<file path="config.mk">
export PLATFORM = sky130hd
export DESIGN_NAME = bfly_feeder
export DESIGN_NICKNAME = d
export VERILOG_FILES = /design/src/rtl/bfly_pkg.sv /design/src/rtl/bfly_phase_timer.sv /design/src/rtl/bfly_feeder.sv
export SDC_FILE = /design/constraint.sdc
export NUM_CORES = 1
export LEC_CHECK = 0
export CAP_MARGIN = 20
export CORE_MARGIN = 2
export CORE_UTILIZATION = 35
export DETAILED_ROUTE_END_ITERATION = 16
export GPL_TIMING_DRIVEN = 0
export REMOVE_ABC_BUFFERS = 1
export SLEW_MARGIN = 20
export SYNTH_ARGS = -nofsm -noshare
export SYNTH_HDL_FRONTEND = slang
export SYNTH_SLANG_ARGS = --single-unit
</file>
<file path="constraint.sdc">
create_clock -name Clock -period 6.85 [get_ports Clock]
set_clock_uncertainty 0.05 [all_clocks]
set_input_delay 1.0275 -clock Clock [delete_from_list [all_inputs] [get_ports Clock]]
set_output_delay 1.0275 -clock Clock [all_outputs]
set_load 0.05 [all_outputs]
</file>
<file path="src/rtl/bfly_pkg.sv">
// bfly_pkg: shared state encoding, defaults and sequencing helper for the butterfly feeder.
package bfly_pkg;
  localparam int DATA_W   = 8;
  localparam int HOLD_CYC = 16;
  localparam int CALC_CYC = 16;

  typedef enum logic [3:0] {
    IDLE, W_LO, W_HI, B_LO, B_HI, A_LO, A_HI, IMY_LO, REZ_HI, IMZ_LO, FIN_HI
  } feeder_state_t;

  function automatic feeder_state_t nextState(input feeder_state_t s);
    return s == FIN_HI ? IDLE : feeder_state_t'(s + 4'd1);
  endfunction
endpackage

</file>
<file path="src/rtl/bfly_phase_timer.sv">
// bfly_phase_timer: loadable down-counter that flags the final cycle of a phase.
module bfly_phase_timer #(
  parameter int CNT_W = 5
) (
  input  logic             Clock,
  input  logic             nReset,
  input  logic             load,
  input  logic [CNT_W-1:0] loadVal,
  output logic             last
);
  logic [CNT_W-1:0] count;

  always_ff @(posedge Clock or negedge nReset)
    if (!nReset) count <= '0;
    else if (load) count <= loadVal;
    else if (count != '0) count <= count - CNT_W'(1);

  assign last = count == CNT_W'(1);
endmodule

</file>
<file path="src/rtl/bfly_feeder.sv">
// bfly_feeder: drives the butterfly controller's ReadyIn toggle handshake and operand bus.
// Define BFLY_FEEDER_CAPTURE_EN to add ResultIn and the four sampled result registers.
module bfly_feeder #(
  parameter int DATA_W   = bfly_pkg::DATA_W,
  parameter int HOLD_CYC = bfly_pkg::HOLD_CYC,
  parameter int CALC_CYC = bfly_pkg::CALC_CYC
) (
  input  logic              Clock,
  input  logic              nReset,
  input  logic              start,
  input  logic [DATA_W-1:0] w_in,
  input  logic [DATA_W-1:0] b_in,
  input  logic [DATA_W-1:0] a_in,
`ifdef BFLY_FEEDER_CAPTURE_EN
  input  logic [DATA_W-1:0] ResultIn,
  output logic [DATA_W-1:0] re_y,
  output logic [DATA_W-1:0] im_y,
  output logic [DATA_W-1:0] re_z,
  output logic [DATA_W-1:0] im_z,
`endif
  output logic              ReadyOut,
  output logic [DATA_W-1:0] DataOut,
  output logic              busy,
  output logic              done
);
  import bfly_pkg::*;

  localparam int CNT_W = $clog2(HOLD_CYC + CALC_CYC + 1);

  if (HOLD_CYC < 4) begin : gBadHold
    $error("bfly_feeder: HOLD_CYC must be >= 4");
  end
  if (CALC_CYC < 8) begin : gBadCalc
    $error("bfly_feeder: CALC_CYC must be >= 8");
  end

  feeder_state_t     state, nxt;
  logic [DATA_W-1:0] wReg, bReg, aReg;
  logic [CNT_W-1:0]  nxtLen;
  logic              last, accept, advance;

  // done doubles as the guard that ignores start on the IDLE re-entry cycle
  assign accept  = state == IDLE && start && !done;
  assign advance = accept || (state != IDLE && last);
  assign nxt     = nextState(state);
  assign nxtLen  = nxt == IDLE ? '0 :
                   (nxt == B_HI || nxt == A_HI) ? CNT_W'(HOLD_CYC + CALC_CYC) : CNT_W'(HOLD_CYC);

  bfly_phase_timer #(.CNT_W(CNT_W)) uTimer (
    .Clock   (Clock),
    .nReset  (nReset),
    .load    (advance),
    .loadVal (nxtLen),
    .last    (last)
  );

  always_ff @(posedge Clock or negedge nReset)
    if (!nReset) begin
      state    <= IDLE;
      wReg     <= '0;
      bReg     <= '0;
      aReg     <= '0;
      ReadyOut <= 1'b1;
      DataOut  <= '0;
      busy     <= 1'b0;
      done     <= 1'b0;
    end else begin
      done <= state == FIN_HI && last;
      if (accept) {wReg, bReg, aReg} <= {w_in, b_in, a_in};
      if (advance) begin
        state    <= nxt;
        ReadyOut <= !(nxt inside {W_LO, B_LO, A_LO, IMY_LO, IMZ_LO});
        DataOut  <= accept ? w_in : nxt == IDLE ? '0 : nxt < B_LO ? wReg : nxt < A_LO ? bReg : aReg;
        busy     <= nxt != IDLE;
      end
    end

`ifdef BFLY_FEEDER_CAPTURE_EN
  always_ff @(posedge Clock or negedge nReset)
    if (!nReset) begin
      re_y <= '0;
      im_y <= '0;
      re_z <= '0;
      im_z <= '0;
    end else if (last) begin
      if (state == A_HI) re_y <= ResultIn;
      if (state == IMY_LO) im_y <= ResultIn;
      if (state == REZ_HI) re_z <= ResultIn;
      if (state == IMZ_LO) im_z <= ResultIn;
    end
`endif
endmodule

</file>
==> flow_summary.ini <==
[hold_path]
worstHoldStart = aReg[5]
holdCritPathClass = flop to flop
min_delay_path_depth = 2
holdPathEnd = aReg[5]

[sta]
setup_ws_ns = 3.819
rsz0062_at_grt = no
final.setup.tns_ns = 0
maxSlewHeadroom = 0.4392
hold_viol = 0
min_period_over_period = 0.4424
setup_viol = 0
hold_slack_ns = 0.4269
fin_crit_ns = 3.031
worst_pin_slew_ns = 0.8412
maxSlewViolCount = 0
fmax_mhz = 330.0

[worst_setup_path]
slowest_stage = or3b_1
worstSetupStartpoint = state[0]
crit_chain = inv_1 -> ha_1 -> or3b_4 -> or3b_1 -> and2_4 -> or3_1 -> a21boi_1
cp.buffers_inverters = 1
start_kind = flop
worst_path_largest_cell_delay_ns = 0.73
crit_type = flop to flop
r2r-start = state[0]
critPathTopFamily = simple AND/OR/NAND/NOR gates
cp.required_ns = 7.03
critPathArrivalTime_ns = 3.21
rr_worst_depth = 7
reg2reg_to = uTimer.count[4]
path_max_fanout = 24
rrSetupSlack_ns = 3.82
setup.worst_path.end_class = flop

[clock_tree]
insertion_delay_ns = 0.30
cts_made_buffers = 5
cts_hold_buffers = 0
h-tree-depth = 2
cts-root-buf = clkbuf_8
post_cts_resized = 0
clk_path_buf_depth = 2
clk_pin_slew_ns = 0.09
cts.sinks = 45
tritoncts = yes
cts_setup_buffers = 0

[cells_and_area]
seq_area_sq_um = 1127
layout-drive-gt1-share = 0.06429
synthToLayoutAreaGrowth_pct = 25.54
fillerInstances = 634
multi_input_area_sq_um = 1080
fin_nets = 313
antenna_cells = 0
stdcell_count = 357
most-common-layout-cells = nand2_1 (77), dfrtp_1 (44), clkdlybuf4s50_1 (36), o21ai_0 (9), a21boi_0 (8)
final_common_cell = nand2_1

[placement]
dp_hpwl_um = 3479
place_ws_ns = 3.526
port_buffers = 37
place_inst = 349
place.gp.congestion = 0.8039

[yosys]
ys_types = 46
muxShareOfSynthArea = 0.03082
synthArstFlopShare = 1.000
ys_warn_count = 0
synth_edf_count = 0
synthAdderAreaFrac = 0.03853
synth_area_sq_um = 2273
synth-compound-area-share = 0.1365
syn_avg_cell_area_sq_um = 9.317
synth_xor_area_frac = 0.01926
synth_top_family_by_area = simple AND/OR/NAND/NOR gates
synthCells = 244
yosys.area_share.simple = 0.2471
ys_seq_elements = 45
ys_seq_area_frac = 0.4959
ys.flop_type = dfrtp_1

[route]
routed_wl_um = 5033
vias = 1818
via_per_inst = 5.092
drc = 0
wire_per_inst_um = 14.10
drt_iter0_markers = 112
drt-pass1-iter-count = 4
ant_nets = 0

[die]
core_sq_um = 6314
io_pins = 38
fp.dieW_um = 84.60
die_area_sq_um = 7156
initial_core_util = 0.3601
dieHeight_um = 84.60
rows = 29

[global_routing]
grt_overflow_total = 0
grt_usage = 0.1527
antenna_found_initial = 0
grt_pass1_wl_um = 8804
grt_max_degree = 25
first_global_vias = 1855

[pwr]
ir_drop_mv = 0.1002
p_leak_nw = 1.315
p_per_area_nw_per_um2 = 206.8

[job]
drv_cap = 0

[outcome]
status = finished, final reports clean
-- state kept, by name, indices dropped and copies added, names as in the netlist --
| register | flops |
|---|---|
| ReadyOut | 1 |
| aReg | 8 |
| DataOut | 8 |
| wReg | 8 |
| uTimer.count | 6 |
| state | 4 |
| bReg | 8 |
| busy | 1 |
| done | 1 |
-- report_power, final --
| group | internal, W | switching, W |
|---|---|---|
| Sequential | 0.000281 | 0.00000911 |
| Clock | 0.000119 | 0.0000962 |
| Combinational | 0.0000390 | 0.0000462 |
| Total | 0.000439 | 0.000152 |
-- per-stage QoR --
stage,total power [W],utilization,area (sq um)
2_1_floorplan,0.0003411,-,2227
3_3_place_gp,0.0003779,0.4267,2694
3_5_place_dp,0.0003822,0.4330,2734
4_1_cts,0.0005961,0.4520,2854
5_1_grt,0.0006168,0.4520,2854
6_report,0.0005901,0.4520,2854
-- logic make-up (layout without fill, tap and decap cells) --
group	Yosys count	after routing
fa+ha+maj	7	7
simple gates	117	117
flops	45	45
mux	7	7
compound gates	45	45
xor+xnor	5	5
buf+inv	18	54
-- Yosys cell counts, drive strengths merged, types with 2 or more instances --
| cell | count | share of area |
|---|---|---|
| o21a | 2 | 0.0066 |
| o21ai | 9 | 0.020 |
| and2 | 3 | 0.0094 |
| a21oi | 5 | 0.011 |
| o221ai | 4 | 0.015 |
| nand3 | 6 | 0.013 |
| nor2 | 6 | 0.0099 |
| nand2 | 77 | 0.13 |
| a211oi | 2 | 0.0066 |
| a21boi | 10 | 0.033 |
| mux2i | 7 | 0.031 |
| o211ai | 5 | 0.017 |
| nand2b | 3 | 0.0083 |
| or3b | 2 | 0.0088 |
| nand3b | 2 | 0.0066 |
| nor2b | 3 | 0.0083 |
| nor3 | 3 | 0.0088 |
| clkbuf | 7 | 0.012 |
| and4b | 2 | 0.0088 |
| nor4 | 2 | 0.0083 |
| xnor2 | 4 | 0.015 |
| inv | 7 | 0.012 |
| ha | 7 | 0.039 |
| nor3b | 3 | 0.012 |
| buf | 4 | 0.0088 |
| or3 | 2 | 0.0055 |
| dfrtp | 44 | 0.48 |
-- tightest hold or removal path: stages, from the launching register on --
cell	delay, ns
dfrtp_1	0.35
nand2_1	0.05
nand2_1	0.05
-- cell type report --
class / instances / share of cell area
multi-input combinational: 181 / 0.3783
clock inverter: 2 / 0.01315
sequential: 45 / 0.3950
clock buffer: 6 / 0.02893
tap: 77 / 0.03376
timing repair buffer: 39 / 0.1416
inverter: 7 / 0.009206
-- worst max path at each step --
stage	cells past startpoint	end
after floorplan	7	uTimer.count[4]
after global placement	5	DataOut[2]
after detailed placement	5	uTimer.count[4]
after CTS	7	uTimer.count[4]
after global routing	7	uTimer.count[4]
final	7	uTimer.count[4]
-- per-layer routing --
metal,GRT usage,up-vias,part of all wire
li1,-,903,-
met1,0.2126,874,0.48
met2,0.2384,35,0.46
met3,0.03835,6,0.041
met4,0.04040,0,0.012
met5,0,-,0
(Power assumes the default switching activity.)
